[src/rtl/wsum_pkg.sv]
// rtl/wsum_pkg.sv - shared constants and helpers for the weighted-sum adder tree
//
// Purpose : sizing helpers (clog2, internal width, stage count, per-level
//           element counts/offsets) and the overflow / saturate-or-wrap
//           output conversion used by wsum_tree_pipe.
// Config  : WSUM_SATURATE_EN - when defined, out-of-range sums clamp to the
//           signed SUM_W limits; otherwise they wrap (two's-complement
//           truncation). Overflow is reported in both builds.
// Ports   : none (package).
package wsum_pkg;

  // Widest intermediate handled by the output conversion helpers.
  localparam int MAX_W = 128;

`ifdef WSUM_SATURATE_EN
  localparam bit SAT_EN = 1'b1;
`else
  localparam bit SAT_EN = 1'b0;
`endif

  function automatic int clog2(input int n);
    int r;
    r = 0;
    while ((1 << r) < n) r++;
    return r;
  endfunction

  // Full-precision internal width: a sum of n W-bit terms never needs more.
  function automatic int calc_iw(input int w, input int n);
    return w + clog2(n);
  endfunction

  // Register stages before the output register: terms + one per tree level.
  function automatic int calc_l(input int n);
    return clog2(n) + 1;
  endfunction

  // Element count at tree level k (level 0 holds the n gated terms).
  function automatic int levels_count(input int n, input int k);
    int c;
    c = n;
    for (int i = 0; i < k; i++) c = (c + 1) / 2;
    return c;
  endfunction

  // Element offset of level k inside the flattened tree bus.
  function automatic int level_offset(input int n, input int k);
    int off;
    off = 0;
    for (int i = 0; i < k; i++) off += levels_count(n, i);
    return off;
  endfunction

  // Largest positive value representable in sum_w signed bits; its
  // complement is the most negative value.
  function automatic logic signed [MAX_W-1:0] sat_max(input int sum_w);
    return signed'((MAX_W'(1) << (sum_w - 1)) - MAX_W'(1));
  endfunction

  function automatic logic ovf_check(input logic signed [MAX_W-1:0] value,
                                     input int iw, input int sum_w);
    logic signed [MAX_W-1:0] hi;
    hi = sat_max(sum_w);
    if (iw <= sum_w) return 1'b0;
    return (value > hi) || (value < ~hi);
  endfunction

  // Caller keeps the low SUM_W bits; without saturation that is the wrap.
  function automatic logic signed [MAX_W-1:0] sat_trunc(input logic signed [MAX_W-1:0] value,
                                                        input int iw, input int sum_w);
    logic signed [MAX_W-1:0] hi;
    hi = sat_max(sum_w);
    if (SAT_EN && ovf_check(value, iw, sum_w))
      return value[MAX_W-1] ? ~hi : hi;
    return value;
  endfunction

endpackage

[src/rtl/wsum_tree_level.sv]
// rtl/wsum_tree_level.sv - one registered pairwise-reduction level of the adder tree
//
// Purpose : adds elements (2j, 2j+1) into output element j; an odd last
//           element passes through unchanged. Data and valid hold when en=0.
// Ports   : clk, rst_n (async, active-low), en (pipeline advance),
//           in_valid/in_data (IN_CNT elements of IW bits),
//           out_valid/out_data (ceil(IN_CNT/2) elements of IW bits).
module wsum_tree_level
  import wsum_pkg::*;
#(
  parameter int IN_CNT = 2,
  parameter int IW     = 32
) (
  input  logic                                  clk,
  input  logic                                  rst_n,
  input  logic                                  en,
  input  logic                                  in_valid,
  input  logic [IN_CNT*IW-1:0]                  in_data,
  output logic                                  out_valid,
  output logic [levels_count(IN_CNT, 1)*IW-1:0] out_data
);

  localparam int OUT_CNT = levels_count(IN_CNT, 1);

  logic [OUT_CNT*IW-1:0] nxt;

  for (genvar j = 0; j < OUT_CNT; j++) begin : g_pair
    if (2 * j + 1 < IN_CNT) begin : g_add
      assign nxt[j*IW +: IW] = in_data[(2*j)*IW +: IW] + in_data[(2*j+1)*IW +: IW];
    end else begin : g_pass
      assign nxt[j*IW +: IW] = in_data[(2*j)*IW +: IW];
    end
  end

  always_ff @(posedge clk or negedge rst_n) begin
    if (!rst_n) begin
      out_valid <= 1'b0;
      out_data  <= '0;
    end else if (en) begin
      out_valid <= in_valid;
      out_data  <= nxt;
    end
  end

endmodule

[src/rtl/wsum_tree_pipe.sv]
// rtl/wsum_tree_pipe.sv - pipelined weighted sum of N binary inputs and N signed weights
//
// Purpose : sum = sum_i x[i]*w[i] through a registered binary adder tree,
//           then an output register that applies wrap/saturation and flags
//           overflow. A beat accepted at edge t shows out_valid after edge
//           t+L, L = clog2(N)+1. One global enable stalls the whole pipe.
// Config  : WSUM_SATURATE_EN (see wsum_pkg) selects clamp instead of wrap.
// Ports   : clk, rst_n (async, active-low);
//           in_valid/in_ready, x[N], w[W*N] (weight i at [W*(i+1)-1:W*i]);
//           out_valid/out_ready, sum[SUM_W], overflow.
//           in_ready is combinational from out_ready (no skid buffer).
module wsum_tree_pipe
  import wsum_pkg::*;
#(
  parameter int N     = 8,
  parameter int W     = 32,
  parameter int SUM_W = 32
) (
  input  logic             clk,
  input  logic             rst_n,
  input  logic             in_valid,
  output logic             in_ready,
  input  logic [N-1:0]     x,
  input  logic [W*N-1:0]   w,
  output logic             out_valid,
  input  logic             out_ready,
  output logic [SUM_W-1:0] sum,
  output logic             overflow
);

  localparam int IW  = calc_iw(W, N);
  localparam int L   = calc_l(N);
  localparam int TOT = level_offset(N, L);

  logic                    en;
  logic [N*IW-1:0]         terms;
  logic [N*IW-1:0]         s0_data;
  logic                    s0_valid;
  // All tree levels flattened back to back; level k starts at level_offset(N,k).
  wire  [TOT*IW-1:0]       tree_data;
  wire  [L-1:0]            tree_valid;
  logic [IW-1:0]           final_val;
  logic signed [MAX_W-1:0] final_ext;

  // The pipe only moves when the output slot is empty or being drained.
  assign en       = ~out_valid | out_ready;
  assign in_ready = en;

  always_comb begin
    terms = '0;
    for (int i = 0; i < N; i++)
      if (x[i]) terms[i*IW +: IW] = IW'($signed(w[i*W +: W]));
  end

  always_ff @(posedge clk or negedge rst_n) begin
    if (!rst_n) begin
      s0_valid <= 1'b0;
      s0_data  <= '0;
    end else if (en) begin
      s0_valid <= in_valid;
      s0_data  <= terms;
    end
  end

  assign tree_data[N*IW-1:0] = s0_data;
  assign tree_valid[0]       = s0_valid;

  for (genvar k = 1; k < L; k++) begin : g_level
    localparam int IN_CNT  = levels_count(N, k - 1);
    localparam int OUT_CNT = levels_count(N, k);
    localparam int IN_OFF  = level_offset(N, k - 1);
    localparam int OUT_OFF = level_offset(N, k);

    wsum_tree_level #(
      .IN_CNT (IN_CNT),
      .IW     (IW)
    ) u_level (
      .clk       (clk),
      .rst_n     (rst_n),
      .en        (en),
      .in_valid  (tree_valid[k-1]),
      .in_data   (tree_data[IN_OFF*IW +: IN_CNT*IW]),
      .out_valid (tree_valid[k]),
      .out_data  (tree_data[OUT_OFF*IW +: OUT_CNT*IW])
    );
  end

  assign final_val = tree_data[(TOT-1)*IW +: IW];
  assign final_ext = MAX_W'($signed(final_val));

  always_ff @(posedge clk or negedge rst_n) begin
    if (!rst_n) begin
      out_valid <= 1'b0;
      sum       <= '0;
      overflow  <= 1'b0;
    end else if (en) begin
      out_valid <= tree_valid[L-1];
      sum       <= SUM_W'(sat_trunc(final_ext, IW, SUM_W));
      overflow  <= ovf_check(final_ext, IW, SUM_W);
    end
  end

endmodule

[config.mk]
export PLATFORM = sky130hd
export DESIGN_NAME = wsum_tree_pipe
export DESIGN_NICKNAME = d
export VERILOG_FILES = /design/src/rtl/wsum_pkg.sv /design/src/rtl/wsum_tree_level.sv /design/src/rtl/wsum_tree_pipe.sv
export SDC_FILE = /design/constraint.sdc
export NUM_CORES = 2
export LEC_CHECK = 0
export BUFFER_PORTS_ARGS = -buffer_cell sky130_fd_sc_hd__buf_4
export CORE_MARGIN = 2
export CORE_UTILIZATION = 55
export CTS_CLUSTER_DIAMETER = 60
export DETAILED_ROUTE_END_ITERATION = 8
export HOLD_SLACK_MARGIN = 0.06
export MAX_ROUTING_LAYER = met4
export PLACE_DENSITY_LB_ADDON = 0.12
export SETUP_SLACK_MARGIN = 0.02
export SYNTH_ARGS = -nofsm -noshare
export SYNTH_HDL_FRONTEND = slang
export SYNTH_SLANG_ARGS = --single-unit
[constraint.sdc]
create_clock -name clk -period 2.44 [get_ports clk]
set_clock_uncertainty 0.05 [all_clocks]
set_input_delay 0.244 -clock clk [delete_from_list [all_inputs] [get_ports clk]]
set_output_delay 0.244 -clock clk [all_outputs]
set_load 0.1 [all_outputs]
==> results.cfg <==
[global_routing]
grt_pass1_vias = 34632
grt-busiest-layer = met2
met1_usage = 0.489
grt_antenna_before_repair = 6
grt_max_degree = 91
grt_util_met3 = 0.0529
overflow = 0
grtUsageTotal = 0.388
grt_pass1_wl_mm = 181
use_met2 = 0.638

[routing]
dr.pass1.iters = 9
routedWlPerCell_um = 21.4
viasPerCell = 6.09
dr_total_vias = 35380
drt-initial-drc-count = 4037
wl_mm = 124
drc_errors = 0
ant_nets = 0

[clocking]
cts_sinks = 539
clk_root_buffer_cell = clkbuf_16
cts_tree = done
clk_latency_ns = 0.64
cts_buffer_depth = 3
htreeDepth = 2
clk_pin_slew_ns = 0.06
cts_buffers = 59

[setup_path]
critPathMaxFanout = 3
worstPathArrival_ns = 3.32
critPathRequiredTime_ns = 2.95
critPathMaxStageDelay_ns = 0.40
critical_path.cell_chain = ha_2 -> inv_2 -> fa_2 -> nor2b_2 -> o21ai_2 -> a21boi_2 -> o211ai_1 -> buf_4 -> nand3_4 -> a21oi_4 -> nand3_2 -> a311oi_2 -> buf_4 -> a21o_1
cp-start-kind = register
endpoint_kind = register
crit_top_cell = buf_4
critPathSlowestCell = dfrtp_1
crit_family = compound AO/OA/AOI/OAI gates
crit_buf_inv = 3
worst-setup-path-type = reg -> reg

[floorplanning]
core-area_um2 = 57500
dieArea_um2 = 59700
ioPinCount = 303
chipWidth_um = 244
row_count = 88
initial_core_util = 0.553
fp.dieH_um = 244

[sta]
report.final.slew_viol_count = 0
fin_crit_sh = 1.15
max_freq_mhz = 356
rsz0062_at_grt = yes
finalHoldViolCount = 0
layout_setup_ws_ns = -0.370
hold_slack_ns = 0.0490
worst_slew_margin_rel = 0.337
setup_viol = 128
tightest_slew_ns = 0.986
period_minus_slack_ns = 2.81

[yosys]
ys_seq_area_frac = 0.424
async_flop_share = 1.00
synthTopCellsByArea = dfrtp_1 (42%), nand2_1 (10%), ha_1 (9.1%), a21oi_1 (5.2%), nand3_1 (4.8%)
synth_cell_types = 83
synth_seq_cells = 539
synth-edff-count = 0
synth_top_area_share = 0.424
synth_cells = 3731
ys_warn_count = 0
synth_top_area_cell = dfrtp_1
ys.flop_type = dfrtp_1
syn-num-nets = 4236
synth.avg_cell_area_um2 = 8.52
synth_area_um2 = 31800

[layout]
drive_gt1_frac = 0.276
finalNetCount = 5495
syn_to_final_growth_pct = 54.3
finalNonFillerCells = 5812

[power]
p_per_area_nw_per_um2 = 1370
fin_total_pwr_uw = 67300
ir_drop_mv = 1.50
power.leakage_uw = 0.0234

[flow_run]
cap_violations = 0

[placed_design]
place_ws_ns = -0.408
place_congestion = 0.951
detailed_place_hpwl_mm = 65.5
dp.cells = 5082
portBuffers = 302

[status]
status = finished, violations left
violations = negative setup slack

[worst_hold_path]
hp-class = in -> reg
synthesized netlist by cell type (5+ instances only):
cell and instances:
a211o_1 5, a211oi_1 27, a21boi_0 12, a21o_1 134, a21oi_1 329, a21oi_2 5
a221o_1 8, a31oi_1 31, a41o_1 5, a41oi_1 11, and2_1 15, and3_1 22
and4_1 10, buf_1 18, buf_2 6, clkbuf_1 156, dfrtp_1 539, fa_1 7
ha_1 230, inv_1 61, nand2_1 853, nand2b_1 25, nand3_1 307, nand4_1 29
nor2_1 250, nor2b_1 22, nor3_1 27, o211ai_1 19, o21a_1 25, o21ai_0 176
o21ai_1 18, o21bai_1 30, o221ai_1 6, o31a_1 6, o31ai_1 26, or2_2 7
xnor2_1 86, xor2_1 105
area by class of cell:
cell class              count  area [um^2]
diodes                     10         25.0
clock buffers              85         1760
clock inverters            23          290
fillers                  2952         8410
inverters                  62          262
multi-input cells        2949        20200
flip-flops and latches    539        13500
well taps                 765          957
repair buffers           1379        12000
tightest hold or removal path: stages:
cell     delay [ns]
buf_4          0.09
nor2b_4        0.05
buf_12         0.18
nand2_1        0.09
nand2_1        0.04
where the power goes:
part | total [uW] | switching, uW | leakage [uW] | internal, uW
clock | 9610 | 3980 | 0.00101 | 5620
sequential | 15300 | 2940 | 0.00667 | 12400
combinational | 42400 | 23000 | 0.0157 | 19400
total | 67300 | 29900 | 0.0234 | 37400
kinds of logic after synthesis:
logic type	Yosys count	synth area share
muxes	3	0.00102
adders and majority gates	237	0.0949
AOI/OAI and AO/OA	921	0.182
DFF	539	0.424
and+or+nand+nor	1597	0.217
xor gates and xnor gates	191	0.0526
buffers and inverters	243	0.0290
metrics by stage:
stage	instance area (um^2)	utilization	TNS [ns]
CTS	47500	0.826	-9.12
global route	49100	0.853	-32.91
global placement	38300	0.667	-20.16
finish	49100	0.854	-21.87
floorplan	32100	-	-0.281
detailed placement	38300	0.667	-25.15
routing by layer:
metal  up-vias  part of all wire  routed length (um)
met5         -                 0                   0
met3       712             0.080                9920
li1      15527                 -                   -
met1     16988              0.38               47500
met2      2153              0.48               59700
met4         0             0.057                7110
path summary, 6_finish.rpt:
kind	from	to	slack, ns	depth (start not counted)
min in group asynchronous	rst_n	s0_data[5]$_DFFE_PN0P_	0.59	3
hold reg to reg	sum[20]$_DFFE_PN0P_	sum[20]$_DFFE_PN0P_	0.42	2
max in group asynchronous	rst_n	s0_data[4]$_DFFE_PN0P_	0.38	4
hold / removal	out_ready	sum[3]$_DFFE_PN0P_	0.05	5
setup / recovery	s0_data[140]$_DFFE_PN0P_	g_level[1].u_level.out_data[102]$_DFFE_PN0P_	-0.37	14
setup reg to reg	s0_data[140]$_DFFE_PN0P_	g_level[1].u_level.out_data[102]$_DFFE_PN0P_	-0.37	14
layout by cell type, fill, tap and decap left out, types with 14 or more instances in the layout:
cell type	Yosys	final
a21oi_2	5	54
a21oi_4	0	15
dfrtp_1	539	533
inv_1	61	51
o21ai_2	0	37
o21ai_0	176	93
a21oi_1	329	265
o21bai_1	30	27
ha_4	0	53
nor2b_1	22	15
o21a_1	25	23
nand2_1	853	845
buf_12	0	16
o21ai_1	18	56
dlygate4sd3_1	0	509
xor2_1	105	91
xnor2_1	86	56
clkbuf_16	0	61
o211ai_1	19	19
xnor2_2	0	28
a21o_1	134	134
buf_6	0	54
nor2_1	250	229
and3_1	22	19
clkbuf_8	0	14
nand3_1	307	300
ha_1	230	166
buf_4	0	799
nand2b_1	25	23
nand4_1	29	29
nor3_1	27	23
timing repair:
item | CTS | global route
endpoints found under the setup margin | 135 | 353
hold buffers | 509 | 0
endpoints found under the hold margin | 796 | 0
buffers inserted | 71 | 65
gates resized for setup | 311 | 254
pin swaps | 242 | 265
state kept, by name (all words and copies together), names as in the netlist:
register                   count
s0_valid                       1
g_level.u_level.out_data     245
sum                           32
overflow                       1
out_valid                      1
g_level.u_level.out_valid      3
s0_data                      256
Note: power is estimated with default switching activity, not from simulation.
